===== src/rtl/ila_capture_ctrl_pkg.sv =====
// Shared types and state encoding for the ILA capture controller.
// State codes are shared with any C-side decoder of the state register.
package ila_capture_ctrl_pkg;

  localparam int STATE_W = 3;

  localparam logic [STATE_W-1:0] ST_IDLE = 3'd0;
  localparam logic [STATE_W-1:0] ST_FILL = 3'd1;
  localparam logic [STATE_W-1:0] ST_WAIT = 3'd2;
  localparam logic [STATE_W-1:0] ST_POST = 3'd3;
  localparam logic [STATE_W-1:0] ST_DONE = 3'd4;

  // One-cycle strobes from the FSM into the address/counter datapath.
  typedef struct packed {
    logic clr;
    logic wr;
    logic pre_inc;
    logic trig;
    logic post_inc;
    logic post_clr;
  } addr_ctl_t;

endpackage


===== src/rtl/ila_capture_ctrl_if.sv =====
// Sample-buffer port: write strobe/address out, logical-to-physical readout.
interface ila_capture_ctrl_if #(parameter int BUFFER_W = 10);
  logic                wr_en;
  logic [BUFFER_W-1:0] wr_addr;
  logic [BUFFER_W-1:0] rd_index;
  logic [BUFFER_W-1:0] rd_addr;

  modport master (output wr_en, wr_addr, rd_addr, input rd_index);
  modport slave  (input wr_en, wr_addr, rd_addr, output rd_index);
endinterface


===== src/rtl/ila_capture_ctrl_addr.sv =====
// Write pointer, pre/post sample counters, trigger address latch and
// registered readout translation (module ila_capture_addr).
module ila_capture_addr
  import ila_capture_ctrl_pkg::*;
#(
  parameter int BUFFER_W = 10
) (
  input  logic                clk,
  input  logic                rst_n,
  input  addr_ctl_t           ctl,
  input  logic                done_st,
  input  logic [BUFFER_W-1:0] rd_index,
  output logic [BUFFER_W-1:0] wr_addr,
  output logic [BUFFER_W-1:0] pre_cnt,
  output logic [BUFFER_W:0]   post_cnt,
  output logic [BUFFER_W-1:0] trig_addr,
  output logic [BUFFER_W-1:0] rd_addr
);

  localparam logic [BUFFER_W-1:0] ONE   = 1;
  localparam logic [BUFFER_W:0]   ONE_W = 1;

  always_ff @(posedge clk or negedge rst_n) begin
    if (!rst_n) begin
      wr_addr   <= '0;
      pre_cnt   <= '0;
      post_cnt  <= '0;
      trig_addr <= '0;
      rd_addr   <= '0;
    end else begin
      if (ctl.clr) begin
        wr_addr  <= '0;
        pre_cnt  <= '0;
        post_cnt <= '0;
      end else begin
        if (ctl.wr)      wr_addr <= wr_addr + ONE;
        if (ctl.pre_inc) pre_cnt <= pre_cnt + ONE;
        if (ctl.trig) begin
          trig_addr <= wr_addr;
          post_cnt  <= ONE_W;
        end else if (ctl.post_clr) begin
          post_cnt <= '0;
        end else if (ctl.post_inc) begin
          post_cnt <= post_cnt + ONE_W;
        end
      end
      // Oldest kept sample sits pre_cnt slots before the trigger, mod DEPTH.
      rd_addr <= done_st ? (trig_addr - pre_cnt + rd_index) : rd_index;
    end
  end

endmodule


===== src/rtl/ila_capture_ctrl.sv =====
// ILA capture FSM: pre-trigger ring fill, trigger wait, post-trigger capture.
// Optional trigger-wait timeout when ILA_CAPTURE_CTRL_TIMEOUT_EN is defined.
module ila_capture_ctrl
  import ila_capture_ctrl_pkg::*;
#(
  parameter int BUFFER_W  = 10,
  parameter int TIMEOUT_W = 32
) (
  input  logic                 clk,
  input  logic                 rst_n,
  input  logic                 arm,
  input  logic                 abort,
  input  logic                 trigger,
  input  logic                 sample_valid,
  input  logic [BUFFER_W-1:0]  pre_samples,
  input  logic [BUFFER_W-1:0]  post_samples,
  ila_capture_ctrl_if.master   bus,
  output logic [BUFFER_W-1:0]  trig_addr,
  output logic [STATE_W-1:0]   state,
  output logic                 busy,
  output logic                 done,
  output logic [BUFFER_W:0]    n_samples
`ifdef ILA_CAPTURE_CTRL_TIMEOUT_EN
  ,
  input  logic [TIMEOUT_W-1:0] timeout_cycles,
  output logic                 timed_out
`endif
);

  localparam logic [BUFFER_W-1:0] ONE   = 1;
  localparam logic [BUFFER_W:0]   ONE_W = 1;
  localparam logic [BUFFER_W:0]   DEPTH = {1'b1, {BUFFER_W{1'b0}}};

  logic [STATE_W-1:0]  state_nx;
  addr_ctl_t           ctl;
  logic [BUFFER_W-1:0] pre_reg;
  logic [BUFFER_W:0]   post_eff;
  logic [BUFFER_W:0]   post_req, post_lim, post_arm;
  logic [BUFFER_W-1:0] wr_addr, pre_cnt, rd_addr;
  logic [BUFFER_W:0]   post_cnt;

`ifdef ILA_CAPTURE_CTRL_TIMEOUT_EN
  localparam logic [TIMEOUT_W-1:0] TMO_ONE = 1;
  logic [TIMEOUT_W-1:0] tmo_cnt;
  logic                 tmo_fire;
`else
  if (TIMEOUT_W > 0) begin : g_no_timeout
  end
`endif

  // Post depth is at least the trigger sample and never overruns the ring.
  always_comb begin
    post_req = {1'b0, post_samples};
    if (post_samples == '0) post_req = ONE_W;
    post_lim = DEPTH - {1'b0, pre_samples};
    post_arm = (post_req > post_lim) ? post_lim : post_req;
  end

  always_comb begin
    state_nx = state;
    ctl      = '0;
`ifdef ILA_CAPTURE_CTRL_TIMEOUT_EN
    tmo_fire = 1'b0;
`endif
    case (state)
      ST_IDLE, ST_DONE: begin
        if (arm) begin
          ctl.clr  = 1'b1;
          state_nx = (pre_samples == '0) ? ST_WAIT : ST_FILL;
        end
      end
      ST_FILL: begin
        if (sample_valid) begin
          ctl.wr      = 1'b1;
          ctl.pre_inc = 1'b1;
          if (pre_cnt + ONE == pre_reg) state_nx = ST_WAIT;
        end
      end
      ST_WAIT: begin
        if (sample_valid) begin
          ctl.wr = 1'b1;
          if (trigger) begin
            ctl.trig = 1'b1;
            state_nx = (post_eff == ONE_W) ? ST_DONE : ST_POST;
          end else begin
            ctl.pre_inc = (pre_cnt != pre_reg);
          end
        end
`ifdef ILA_CAPTURE_CTRL_TIMEOUT_EN
        if (!(sample_valid && trigger) && (timeout_cycles != '0) &&
            (tmo_cnt + TMO_ONE == timeout_cycles)) begin
          tmo_fire     = 1'b1;
          ctl.post_clr = 1'b1;
          state_nx     = ST_DONE;
        end
`endif
      end
      ST_POST: begin
        if (sample_valid) begin
          ctl.wr       = 1'b1;
          ctl.post_inc = 1'b1;
          if (post_cnt + ONE_W == post_eff) state_nx = ST_DONE;
        end
      end
      default: state_nx = ST_IDLE;
    endcase
    // Abort overrides everything, including a same-cycle write.
    if (abort) begin
      state_nx = ST_IDLE;
      ctl      = '0;
`ifdef ILA_CAPTURE_CTRL_TIMEOUT_EN
      tmo_fire = 1'b0;
`endif
    end
  end

  always_ff @(posedge clk or negedge rst_n) begin
    if (!rst_n) begin
      state    <= ST_IDLE;
      pre_reg  <= '0;
      post_eff <= '0;
    end else begin
      state <= state_nx;
      if (ctl.clr) begin
        pre_reg  <= pre_samples;
        post_eff <= post_arm;
      end
    end
  end

`ifdef ILA_CAPTURE_CTRL_TIMEOUT_EN
  always_ff @(posedge clk or negedge rst_n) begin
    if (!rst_n) begin
      tmo_cnt   <= '0;
      timed_out <= 1'b0;
    end else if (ctl.clr) begin
      tmo_cnt   <= '0;
      timed_out <= 1'b0;
    end else begin
      if (state == ST_WAIT) tmo_cnt <= tmo_cnt + TMO_ONE;
      if (tmo_fire) timed_out <= 1'b1;
    end
  end
`endif

  ila_capture_addr #(.BUFFER_W(BUFFER_W)) u_addr (
    .clk       (clk),
    .rst_n     (rst_n),
    .ctl       (ctl),
    .done_st   (state == ST_DONE),
    .rd_index  (bus.rd_index),
    .wr_addr   (wr_addr),
    .pre_cnt   (pre_cnt),
    .post_cnt  (post_cnt),
    .trig_addr (trig_addr),
    .rd_addr   (rd_addr)
  );

  assign bus.wr_en   = ctl.wr;
  assign bus.wr_addr = wr_addr;
  assign bus.rd_addr = rd_addr;
  assign busy        = (state == ST_FILL) || (state == ST_WAIT) || (state == ST_POST);
  assign done        = (state == ST_DONE);
  assign n_samples   = {1'b0, pre_cnt} + post_cnt;

endmodule


===== src/flat_wrapper.sv =====
// flat-port wrapper written by rule: the top's interface ports become plain ports
module ila_capture_ctrl_flat import ila_capture_ctrl_pkg::*;
#(
  parameter int BUFFER_W  = 10,
  parameter int TIMEOUT_W = 32
)
  (clk, rst_n, arm, abort, trigger, sample_valid, pre_samples, post_samples, trig_addr, state, busy, done, n_samples, bus_wr_en, bus_wr_addr, bus_rd_addr, bus_rd_index);
  ila_capture_ctrl_if #(.BUFFER_W(BUFFER_W)) bus_i ();
  input  logic clk;
  input  logic rst_n;
  input  logic arm;
  input  logic abort;
  input  logic trigger;
  input  logic sample_valid;
  input  logic [BUFFER_W-1:0] pre_samples;
  input  logic [BUFFER_W-1:0] post_samples;
  output logic [BUFFER_W-1:0] trig_addr;
  output logic [STATE_W-1:0] state;
  output logic busy;
  output logic done;
  output logic [BUFFER_W:0] n_samples;
  output wire logic [$bits(bus_i.wr_en)-1:0] bus_wr_en;
  output wire logic [$bits(bus_i.wr_addr)-1:0] bus_wr_addr;
  output wire logic [$bits(bus_i.rd_addr)-1:0] bus_rd_addr;
  input wire logic [$bits(bus_i.rd_index)-1:0] bus_rd_index;
  assign bus_wr_en = bus_i.wr_en;
  assign bus_wr_addr = bus_i.wr_addr;
  assign bus_rd_addr = bus_i.rd_addr;
  assign bus_i.rd_index = bus_rd_index;
  ila_capture_ctrl #(.BUFFER_W(BUFFER_W), .TIMEOUT_W(TIMEOUT_W)) u_core (.clk(clk), .rst_n(rst_n), .arm(arm), .abort(abort), .trigger(trigger), .sample_valid(sample_valid), .pre_samples(pre_samples), .post_samples(post_samples), .bus(bus_i), .trig_addr(trig_addr), .state(state), .busy(busy), .done(done), .n_samples(n_samples));
endmodule

===== config.mk =====
export PLATFORM = sky130hd
export DESIGN_NAME = ila_capture_ctrl_flat
export DESIGN_NICKNAME = d
export VERILOG_FILES = /design/src/rtl/ila_capture_ctrl_pkg.sv /design/src/rtl/ila_capture_ctrl_if.sv /design/src/rtl/ila_capture_ctrl_addr.sv /design/src/rtl/ila_capture_ctrl.sv /design/src/flat_wrapper.sv
export SDC_FILE = /design/constraint.sdc
export NUM_CORES = 1
export LEC_CHECK = 0
export ABC_AREA = 1
export ABC_CLOCK_PERIOD_IN_PS = 8800
export CAP_MARGIN = 20
export CORE_MARGIN = 8
export CORE_UTILIZATION = 55
export CTS_BUF_LIST = sky130_fd_sc_hd__clkbuf_8
export DETAILED_ROUTE_END_ITERATION = 8
export PLACE_DENSITY = 0.81
export SYNTH_ARGS = -nofsm -noshare
export SYNTH_HDL_FRONTEND = slang
export SYNTH_SLANG_ARGS = --single-unit

===== constraint.sdc =====
create_clock -name clk -period 8.8 [get_ports clk]
set_clock_uncertainty 0.2 [all_clocks]
set_input_delay 2.2 -clock clk [delete_from_list [all_inputs] [get_ports clk]]
set_output_delay 2.2 -clock clk [all_outputs]
set_load 0.005 [all_outputs]

==> metrics <==
Layout Cells excl Fill=around 1000; synth unique cells=43; cell count after synthesis=between 700 and 800; Vias/cell=between 5 and 6; post-detail-place hpwl=~12000 µm; drt total wl=between 10000 and 15000 µm; worst hold start=u_core.u_addr.trig_addr[0]; via count=between 5000 and 6000; overall power=roughly 0.0017 W; count of final setup violators=0; largest net degree at the start of global routing=76; cts hold-fix bufs=0; hold slack=313 ps; Iteration-0 DRC Markers=about 370; clock sinks=75; CP startpoint=abort; Critical Path AT=3660 ps; Reg2Reg Depth=13; initial antenna violation count=0; reg2reg start=u_core.u_addr.pre_cnt[0]; biggest regs=u_core.post_eff (11), u_core.u_addr.post_cnt (11); Slew headroom=between 30% and 40%; Routed wire per std cell=around 15 µm; Leak=approximately 3.4 nW; RSZ-0062 raised after global routing=no; # port buffers=82; CTS tree=yes; Final GP Congestion=0.940; Core Region=between 0.01 and 0.015 mm²; Worst-path clk slew=roughly 90 ps; status=finished, final reports clean; Syn Nets=873; clock buffer count from CTS=9; Critical Path Sink=bus_wr_en; # DRC=0; Pre-Repair DR Iteration Count=5; Layout Nets=about 950; Worst R2R End=u_core.u_addr.rd_addr[6]; # H-tree levels=3; CP Capture Type=output pin; setup TNS=0 ps; Die H=118 µm; GRT Util Overall=roughly 21%; starting density of the core=around 56%; Slew Viols, Final=0; WS Path Type=in -> out; P&R area growth vs syn=19.3%; first-pass GRT wire length=about 25000 µm; Die W=118 µm; antenna cells=0; Worst Path Required=around 6400 ps; commonest cells after routing, fill and taps aside=nand2_1 (203), inv_1 (131), clkdlybuf4s50_1 (81), dfrtp_1 (75), nand3_1 (56); # resized after CTS=0; ANT nets after route=0; Hold Crit Class=reg -> reg; Final Cycle Share=between 60% and 70%; VDD IR max=approximately 140 µV; Die Area=0.0139 mm²; Worst-Skew Late Latency=approximately 360 ps; Synth Warn #=0; Seq cells post-synth=75; clk buf depth=2; PwrDens=245 mW/mm²; row cnt=37; worst slew pin tran=~960 ps; vias in the first global route=~5200; Post-Syn Area=~0.0057 mm²; Post-CTS Setup Bufs=0; Final Hold Fails=0; CP max FO=4; grt total ovfl=0; Startpoint Class=primary input; Placed Cells=990; fraction of layout cells with a size suffix above 1=5.40%; Worst Hold Depth=2; CTS root buffer=clkbuf_8; Avg Cell Area, Syn=between 7 and 8 µm²; Top Ports=83; most common cell after layout, fill and taps aside=nand2_1; max-cap violation count=0; sequential element share of the synthesized area=around 33%; Peak Freq=about 0.17 GHz; flop-to-flop setup slack=6060 ps; minimum clock period after layout=slightly above 6000 ps
## cells by family (layout without fill, tap and decap cells)
group | count (synthesis) | after routing | share of synthesized area [%]
adders and majority gates | 44 | 44 | 10.9
AOI/OAI and AO/OA | 117 | 117 | 11.7
xor gates and xnor gates | 41 | 41 | 6.51
buffers and inverters | 155 | 232 | 10.4
and+or+nand+nor | 361 | 361 | 27.7
DFF | 75 | 75 | 32.8
## final cells by class
| cell class | instances | area [µm²] |
|---|---|---|
| flip-flops and latches | 75 | 1880 |
| clock inverters | 7 | 85.1 |
| clock buffers | 9 | 124 |
| repair buffers | 83 | 826 |
| well taps | 136 | 170 |
| fillers | 901 | 3390 |
| inverters | 133 | 499 |
| multi-input cells | 563 | 3260 |
## per-layer routing
| layer | track usage [%] | share of wire, % | vias to the layer above |
|---|---|---|---|
| met5 | 0 | 0 | - |
| met4 | 8.81 | 2.5 | 0 |
| met3 | 4.27 | 5.8 | 28 |
| met2 | 35.7 | 47 | 160 |
| met1 | 26.5 | 44 | 2518 |
| li1 | - | - | 2682 |
## power breakdown
group | switching (W) | leakage, nW | internal (W)
Combinational | 0.000465 | 2.32 | 0.000377
Sequential | 0.000113 | 0.977 | 0.000431
Clock | 0.000134 | 0.112 | 0.000157
## synthesized netlist by cell type (all sizes together)
library cell | count | area share (%)
a211oi | 1 | 0.13
a21boi | 1 | 0.13
a21o | 3 | 0.39
a21oi | 38 | 3.4
a31oi | 2 | 0.22
buf | 6 | 0.66
clkbuf | 16 | 1.0
clkinv | 2 | 0.13
dfrtp | 75 | 33
fa | 10 | 3.5
ha | 34 | 7.4
inv | 131 | 8.6
nand2 | 211 | 14
nand3 | 59 | 5.5
nand3b | 4 | 0.52
nand4 | 12 | 1.3
nor2 | 57 | 4.3
nor3 | 15 | 1.4
nor4 | 2 | 0.22
o211ai | 1 | 0.13
o21a | 1 | 0.13
o21ai | 49 | 4.4
o21bai | 3 | 0.39
o22ai | 18 | 2.4
or2 | 1 | 0.11
xnor2 | 9 | 1.4
xnor3 | 1 | 0.39
xor2 | 31 | 4.7
## stage by stage
stage / area (µm²) / utilization (%) / setup slack, ps
global route: 6840 / 66.8 / 2670
detailed placement: 6630 / 64.8 / 2740
floorplan: 5730 / - / 3780
finish: 6840 / 66.8 / 2740
global placement: 6630 / 64.8 / 2780
CTS: 6840 / 66.8 / 2740
## how the worst min path moves through the flow
stage / slack (ps) / endpoint
3_3_place_gp: 290 / u_core.pre_reg[9]
4_1_cts: 320 / u_core.pre_reg[7]
2_1_floorplan: 270 / u_core.post_eff[10]
3_5_place_dp: 300 / u_core.u_addr.trig_addr[0]
5_1_grt: 340 / u_core.u_addr.trig_addr[0]
6_report: 310 / u_core.u_addr.trig_addr[0]
## worst max-delay path: stages
cell	delay (ps)
clkdlybuf4s50_1	480
nor2_2	250
nand2_1	120
inv_1	100
clkdlybuf4s50_1	510
(Power assumes the default switching activity.)
